$ cat config.mk
export PLATFORM = sky130hd
export DESIGN_NAME = conv_frame_sequencer_flat
export DESIGN_NICKNAME = d
export VERILOG_FILES = /design/src/rtl/conv_frame_sequencer_if.sv /design/src/rtl/conv_frame_sequencer.sv /design/src/flat_wrapper.sv
export SDC_FILE = /design/constraint.sdc
export NUM_CORES = 1
export LEC_CHECK = 0
export BUFFER_PORTS_ARGS = -buffer_cell sky130_fd_sc_hd__buf_2
export CAP_MARGIN = 20
export CORE_MARGIN = 8
export CORE_UTILIZATION = 56
export DETAILED_ROUTE_END_ITERATION = 10
export MAX_ROUTING_LAYER = met4
export PLACE_DENSITY = 0.79
export SLEW_MARGIN = 20
export SYNTH_ARGS = -nofsm -noshare
export SYNTH_HDL_FRONTEND = slang
export SYNTH_SLANG_ARGS = --single-unit
$ cat constraint.sdc
create_clock -name clk -period 2.5 [get_ports clk]
set_input_delay 0.5 -clock clk [delete_from_list [all_inputs] [get_ports clk]]
set_output_delay 0.5 -clock clk [all_outputs]
set_load 0.01 [all_outputs]
$ cat src/rtl/conv_frame_sequencer_if.sv
// Handshake and status bundle between the frame sequencer and its neighbours.
// The master side drives the requests and beat valids; the slave side is the sequencer.
// The abort pair exists only when CONV_FRAME_SEQ_ABORT_EN is defined.
interface conv_frame_sequencer_if #(
  parameter int WA_BW  = 5,
  parameter int CNT_BW = 10
);
  logic              i_start;
  logic              i_w_valid;
  logic              o_w_ready;
  logic              o_w_en;
  logic [WA_BW-1:0]  o_w_addr;
  logic              i_px_valid;
  logic              o_px_ready;
  logic              o_px_en;
  logic              o_win_valid;
  logic [CNT_BW-1:0] o_out_cnt;
  logic              o_busy;
  logic              o_done;
`ifdef CONV_FRAME_SEQ_ABORT_EN
  logic              i_abort;
  logic              o_aborted;

  modport master (
    output i_start, i_w_valid, i_px_valid, i_abort,
    input  o_w_ready, o_w_en, o_w_addr, o_px_ready, o_px_en,
           o_win_valid, o_out_cnt, o_busy, o_done, o_aborted
  );

  modport slave (
    input  i_start, i_w_valid, i_px_valid, i_abort,
    output o_w_ready, o_w_en, o_w_addr, o_px_ready, o_px_en,
           o_win_valid, o_out_cnt, o_busy, o_done, o_aborted
  );
`else
  modport master (
    output i_start, i_w_valid, i_px_valid,
    input  o_w_ready, o_w_en, o_w_addr, o_px_ready, o_px_en,
           o_win_valid, o_out_cnt, o_busy, o_done
  );

  modport slave (
    input  i_start, i_w_valid, i_px_valid,
    output o_w_ready, o_w_en, o_w_addr, o_px_ready, o_px_en,
           o_win_valid, o_out_cnt, o_busy, o_done
  );
`endif
endinterface

$ cat src/rtl/conv_frame_sequencer.sv
// Frame-level scheduler for the streaming 2-D convolution core.
// Sequence per frame: load KERNEL_SIZE^2 weights, feed DATA_SIZE^2 pixels in raster
// order while flagging window-completing pixels, flush the core for DRAIN_CYCLES, then
// pulse o_done for one cycle.
// Optional feature: define CONV_FRAME_SEQ_ABORT_EN to add i_abort / o_aborted.
module conv_frame_sequencer #(
  parameter int DATA_SIZE    = 32,
  parameter int KERNEL_SIZE  = 5,
  parameter int STRIDE       = 1,
  parameter int DRAIN_CYCLES = 4
) (
  input  logic                  clk,
  input  logic                  rst_n,
  conv_frame_sequencer_if.slave bus
);

  localparam int OUT_DIM = (DATA_SIZE - KERNEL_SIZE) / STRIDE + 1;
  localparam int KK      = KERNEL_SIZE * KERNEL_SIZE;
  localparam int WA_BW   = (KK > 1) ? $clog2(KK) : 1;
  localparam int CNT_BW  = $clog2(OUT_DIM * OUT_DIM + 1);
  localparam int POS_BW  = (DATA_SIZE > 1) ? $clog2(DATA_SIZE) : 1;
  localparam int DR_BW   = (DRAIN_CYCLES > 1) ? $clog2(DRAIN_CYCLES) : 1;

  localparam int unsigned KM1 = KERNEL_SIZE - 1;
  localparam int unsigned STR = STRIDE;

  localparam logic [WA_BW-1:0]  W_LAST   = WA_BW'(KK - 1);
  localparam logic [POS_BW-1:0] POS_LAST = POS_BW'(DATA_SIZE - 1);
  localparam logic [DR_BW-1:0]  DR_LAST  = DR_BW'(DRAIN_CYCLES - 1);

  localparam logic [2:0] S_IDLE   = 3'd0;
  localparam logic [2:0] S_LOAD_W = 3'd1;
  localparam logic [2:0] S_FEED   = 3'd2;
  localparam logic [2:0] S_DRAIN  = 3'd3;
  localparam logic [2:0] S_DONE   = 3'd4;

  logic [2:0]        state;
  logic [WA_BW-1:0]  w_idx;
  logic [POS_BW-1:0] row;
  logic [POS_BW-1:0] col;
  logic [DR_BW-1:0]  drain_cnt;
  logic [CNT_BW-1:0] out_cnt;
  logic              win_vld_p1;
  logic              w_en;
  logic              px_en;
  logic              abort;

  // Pixel (r,c) closes a window when it is the bottom-right corner of a stride-aligned
  // KxK footprint; unsigned throughout, modulo only evaluated when STRIDE > 1.
  function automatic logic win_hit(input logic [POS_BW-1:0] r, input logic [POS_BW-1:0] c);
    int unsigned ru;
    int unsigned cu;
    logic        hit;
    ru  = 32'(r);
    cu  = 32'(c);
    hit = (ru >= KM1) && (cu >= KM1);
    if (STR > 32'd1)
      hit = hit && (((ru - KM1) % STR) == 32'd0) && (((cu - KM1) % STR) == 32'd0);
    return hit;
  endfunction

  assign bus.o_w_ready   = (state == S_LOAD_W);
  assign bus.o_px_ready  = (state == S_FEED);
  assign w_en            = bus.i_w_valid & bus.o_w_ready;
  assign px_en           = bus.i_px_valid & bus.o_px_ready;
  assign bus.o_w_en      = w_en;
  assign bus.o_px_en     = px_en;
  assign bus.o_w_addr    = w_idx;
  assign bus.o_win_valid = win_vld_p1;
  assign bus.o_out_cnt   = out_cnt;
  assign bus.o_busy      = (state != S_IDLE);
  assign bus.o_done      = (state == S_DONE);

`ifdef CONV_FRAME_SEQ_ABORT_EN
  logic aborted_q;

  assign abort         = bus.i_abort && (state != S_IDLE);
  assign bus.o_aborted = aborted_q;

  // One-cycle acknowledgement that a running frame was abandoned.
  always_ff @(posedge clk) begin
    if (!rst_n) aborted_q <= 1'b0;
    else        aborted_q <= abort;
  end
`else
  assign abort = 1'b0;
`endif

  // Frame FSM with weight index, raster position, drain timer and window counter.
  always_ff @(posedge clk) begin
    if (!rst_n || abort) begin
      state      <= S_IDLE;
      w_idx      <= '0;
      row        <= '0;
      col        <= '0;
      drain_cnt  <= '0;
      out_cnt    <= '0;
      win_vld_p1 <= 1'b0;
    end else begin
      win_vld_p1 <= 1'b0;
      case (state)
        S_IDLE: begin
          if (bus.i_start) begin
            state   <= S_LOAD_W;
            w_idx   <= '0;
            row     <= '0;
            col     <= '0;
            out_cnt <= '0;
          end
        end
        S_LOAD_W: begin
          if (w_en) begin
            if (w_idx == W_LAST) state <= S_FEED;
            else                 w_idx <= w_idx + WA_BW'(1);
          end
        end
        S_FEED: begin
          // p0 -> p1: window flag for the accepted pixel appears on the next cycle
          if (px_en) begin
            if (win_hit(row, col)) begin
              win_vld_p1 <= 1'b1;
              out_cnt    <= out_cnt + CNT_BW'(1);
            end
            if (col == POS_LAST) begin
              col <= '0;
              if (row == POS_LAST) begin
                state     <= S_DRAIN;
                drain_cnt <= '0;
              end else begin
                row <= row + POS_BW'(1);
              end
            end else begin
              col <= col + POS_BW'(1);
            end
          end
        end
        S_DRAIN: begin
          if (drain_cnt == DR_LAST) state     <= S_DONE;
          else                      drain_cnt <= drain_cnt + DR_BW'(1);
        end
        S_DONE:  state <= S_IDLE;
        default: state <= S_IDLE;
      endcase
    end
  end

endmodule

$ cat src/flat_wrapper.sv
// flat-port wrapper written by rule: the top's interface ports become plain ports
module conv_frame_sequencer_flat 
#(
  parameter int DATA_SIZE    = 32,
  parameter int KERNEL_SIZE  = 5,
  parameter int STRIDE       = 1,
  parameter int DRAIN_CYCLES = 4
)
  (clk, rst_n, bus_i_start, bus_i_w_valid, bus_i_px_valid, bus_o_w_ready, bus_o_w_en, bus_o_w_addr, bus_o_px_ready, bus_o_px_en, bus_o_win_valid, bus_o_out_cnt, bus_o_busy, bus_o_done);
  conv_frame_sequencer_if #(.WA_BW(($clog2(((5) * (5))))), .CNT_BW(($clog2((((32) - (5)) / 1 + 1) * (((32) - (5)) / 1 + 1) + 1)))) bus_i ();
  input  logic clk;
  input  logic rst_n;
  input wire logic [$bits(bus_i.i_start)-1:0] bus_i_start;
  input wire logic [$bits(bus_i.i_w_valid)-1:0] bus_i_w_valid;
  input wire logic [$bits(bus_i.i_px_valid)-1:0] bus_i_px_valid;
  output wire logic [$bits(bus_i.o_w_ready)-1:0] bus_o_w_ready;
  output wire logic [$bits(bus_i.o_w_en)-1:0] bus_o_w_en;
  output wire logic [$bits(bus_i.o_w_addr)-1:0] bus_o_w_addr;
  output wire logic [$bits(bus_i.o_px_ready)-1:0] bus_o_px_ready;
  output wire logic [$bits(bus_i.o_px_en)-1:0] bus_o_px_en;
  output wire logic [$bits(bus_i.o_win_valid)-1:0] bus_o_win_valid;
  output wire logic [$bits(bus_i.o_out_cnt)-1:0] bus_o_out_cnt;
  output wire logic [$bits(bus_i.o_busy)-1:0] bus_o_busy;
  output wire logic [$bits(bus_i.o_done)-1:0] bus_o_done;
  assign bus_i.i_start = bus_i_start;
  assign bus_i.i_w_valid = bus_i_w_valid;
  assign bus_i.i_px_valid = bus_i_px_valid;
  assign bus_o_w_ready = bus_i.o_w_ready;
  assign bus_o_w_en = bus_i.o_w_en;
  assign bus_o_w_addr = bus_i.o_w_addr;
  assign bus_o_px_ready = bus_i.o_px_ready;
  assign bus_o_px_en = bus_i.o_px_en;
  assign bus_o_win_valid = bus_i.o_win_valid;
  assign bus_o_out_cnt = bus_i.o_out_cnt;
  assign bus_o_busy = bus_i.o_busy;
  assign bus_o_done = bus_i.o_done;
  conv_frame_sequencer #(.DATA_SIZE(DATA_SIZE), .KERNEL_SIZE(KERNEL_SIZE), .STRIDE(STRIDE), .DRAIN_CYCLES(DRAIN_CYCLES)) u_core (.clk(clk), .rst_n(rst_n), .bus(bus_i));
endmodule
==> results.json <==
{
  "critPathArrivalTime_ps": 1840,
  "fin_skew_ps": 11.19,
  "slew_headroom": 0.5716,
  "synth_ff_type": "dfxtp_1",
  "ioPinCount": 27,
  "outcome": "complete, no violations",
  "first_pass_iters": 4,
  "place_congestion": 0.9062,
  "wl_mm": 3.759,
  "grt_max_degree": 22,
  "clk_path_buf_depth": 2,
  "drt_iter0_drc": 69,
  "diodes": 0,
  "core_um2": 3003,
  "hold_viol": 0,
  "max_cap_violations": 0,
  "ant_nets": 0,
  "clk_latency_ps": 330,
  "layout.nets": 239,
  "tightest_slew_ps": 639.6,
  "yosysWarnings": 0,
  "design_area_um2": 1911,
  "synthArstFlopShare": 0,
  "critPathKind": "flop to output pin",
  "syn_inst": 199,
  "numCtsBuffers": 5,
  "start_util": 0.5771,
  "vias_per_cell": 6.035,
  "dp_hpwl_mm": 2.757,
  "post_drt_wl_per_cell_um": 14.63,
  "postPlaceCellArea_um2": 1854,
  "use_met2": 0.2419,
  "ys_ff_latch": 31,
  "leakagePower_nw": 0.7667,
  "num_vias": 1551,
  "synth_cell_type_count": 44,
  "post-cts-setup-buffer-count": 0,
  "syn_area_um2": 1733,
  "required_ps": 2000,
  "setup_viol": 0,
  "syn-num-nets": 214,
  "powerDensity_nw_per_um2": 445.8,
  "htreeDepth": 2,
  "fmaxAchievable_mhz": 426.9,
  "grt.busiest_layer": "met2",
  "areaGrowthSynthToFinish_pct": 10.25,
  "fillCellCount": 271,
  "grt_pass1_wl_mm": 6.375,
  "use_met1": 0.1777,
  "crit_path_end_kind": "output pin",
  "cts.sinks": 31,
  "die_x_um": 71.63,
  "peakVddDrop_v": 0.0003125,
  "fin_crit_sh": 0.9370,
  "cts_resized": 0,
  "cts_hold_buf": 0,
  "grt_pass1_vias": 1450,
  "antenna_found_initial": 0,
  "die_area_um2": 5131,
  "cts_tree": "built",
  "slew_violations": 0,
  "drive_gt1_frac": 0.2277,
  "grt-ovfl-total": 0,
  "fin_setup_tns_ps": 0,
  "rsz0062_at_grt": "no",
  "synth_edf_count": 0,
  "grt_usage": 0.1565,
  "crit_slowest_cell": "dfxtp_1",
  "fin_crit_ps": 2343,
  "crit_fanout": 13,
  "crit_chain": "or3b_1 > nor2_1 > buf_2",
  "crit_buf_inv": 1,
  "use_met3": 0.05300,
  "drcViolationCount": 0,
  "fp-row-count": 20,
  "ys_seq_area_frac": 0.3581,
  "min_path_type": "input port to flop",
  "dieHeight_um": 71.63,
  "portBuffers": 26,
  "clk_pin_slew_ps": 100,
  "avgSynthCellArea_um2": 8.708,
  "start_kind": "flop",
  "critPathMaxStageDelay_ps": 600,
  "root_buffer": "clkbuf_4",
  "cp_top_family": "simple AND/OR/NAND/NOR gates"
}
==> state kept, by name, summed over array words and instances (netlist names) <==
register / count
u_core.drain_cnt: 2
u_core.col: 5
u_core.bus.o_w_addr: 5
u_core.state: 3
u_core.bus.o_win_valid: 1
u_core.bus.o_out_cnt: 10
u_core.row: 5
==> through the flow <==
stage	util	cells	setup WS [ps]	hold WS (ps)	total power, mW
6_report	0.6363	257	157.4	454.8	0.8518
5_1_grt	0.6363	257	53.15	447.6	0.8916
3_3_place_gp	0.6175	250	590.4	459.9	0.5662
4_1_cts	0.6363	257	153.4	441.5	0.8617
3_5_place_dp	0.6175	250	493.8	475.0	0.5682
2_1_floorplan	-	199	666.5	449.3	0.5481
==> synth_stat cells (all sizes together), types with 2 or more instances <==
cell	number	area (um2)
a22oi	3	22.52
nor2b	2	12.51
o31ai	10	75.07
inv	13	51.30
nor3	4	20.02
o21ai	10	50.04
nand2	8	30.03
nand4b	4	35.03
or4	11	93.84
nand4	2	12.51
nor2	10	45.04
clkbuf	3	11.26
nor3b	4	35.03
ha	10	125.1
buf	7	53.80
dfxtp	31	620.6
nand3	13	65.06
mux2i	2	20.02
or3	4	25.02
and3	5	31.28
or2	3	18.77
a21oi	25	136.4
==> cells in the final DEF, fill, tap and decap left out, types with 2 or more instances in the layout <==
master / synthesis / final
nor3b_1: 3 / 3
buf_4: 0 / 2
nor2_1: 9 / 9
nand4b_1: 4 / 4
and3_1: 5 / 5
nand3_1: 13 / 13
o21ai_1: 3 / 3
a22oi_1: 3 / 3
nand4_1: 2 / 2
o31ai_1: 10 / 10
a21oi_1: 22 / 22
ha_1: 10 / 10
a21oi_2: 3 / 3
buf_2: 4 / 26
nand2_1: 8 / 8
nor2b_1: 2 / 2
or4_1: 8 / 8
or4_4: 3 / 3
dfxtp_1: 31 / 31
clkbuf_4: 0 / 5
mux2i_1: 2 / 2
or2_2: 3 / 3
o21ai_0: 7 / 7
inv_1: 12 / 12
or3_1: 4 / 4
nor3_1: 4 / 4
==> area by class of cell <==
type / instances / area, um2 / share of cell area
Clock buffer: 6 / 51.30 / 0.02685
Clock inverter: 1 / 5.005 / 0.002620
Multi-Input combinational cell: 145 / 996.0 / 0.5213
Sequential cell: 31 / 620.6 / 0.3248
Inverter: 13 / 51.30 / 0.02685
Timing Repair Buffer: 28 / 145.1 / 0.07597
Tap cell: 33 / 41.29 / 0.02161
==> power by group <==
part           switching [mW]  leakage [nW]  internal, mW
logic                  0.0365         0.483        0.0194
clock network           0.165        0.0341         0.130
registers             0.00549         0.250         0.496
total                   0.207         0.767         0.645
==> metal layers <==
layer | share of wire | vias up
met5 | 0 | -
met4 | 0.014 | 0
met3 | 0.045 | 7
met2 | 0.49 | 27
met1 | 0.45 | 730
li1 | - | 787
==> cell families after synthesis <==
family,after synthesis,share of synthesized area
simple gates,78,0.2874
compound gates,54,0.1971
buf+inv,23,0.06715
flops,31,0.3581
mux,3,0.01805
fa+ha+maj,10,0.07220
==> worst paths after layout <==
| kind | slack [ps] | depth (start not counted) | start | end |
|---|---|---|---|---|
| worst max-delay path | 160 | 3 | u_core.state[1] | bus_o_px_en |
| worst min-delay path | 450 | 3 | rst_n | u_core.state[2] |
| worst max register to register | 480 | 5 | u_core.state[2] | u_core.bus.o_out_cnt[7] |
| worst min register to register | 490 | 2 | u_core.bus.o_out_cnt[9] | u_core.bus.o_out_cnt[9] |
==> worst reg2reg max path, cell delays in order, from the launching register on <==
cell	delay, ps
dfxtp_1	590
or3b_1	420
inv_4	90
o21a_4	200
or4_1	520
a21oi_1	150
No activity file was read; power rests on OpenSTA's default activity.
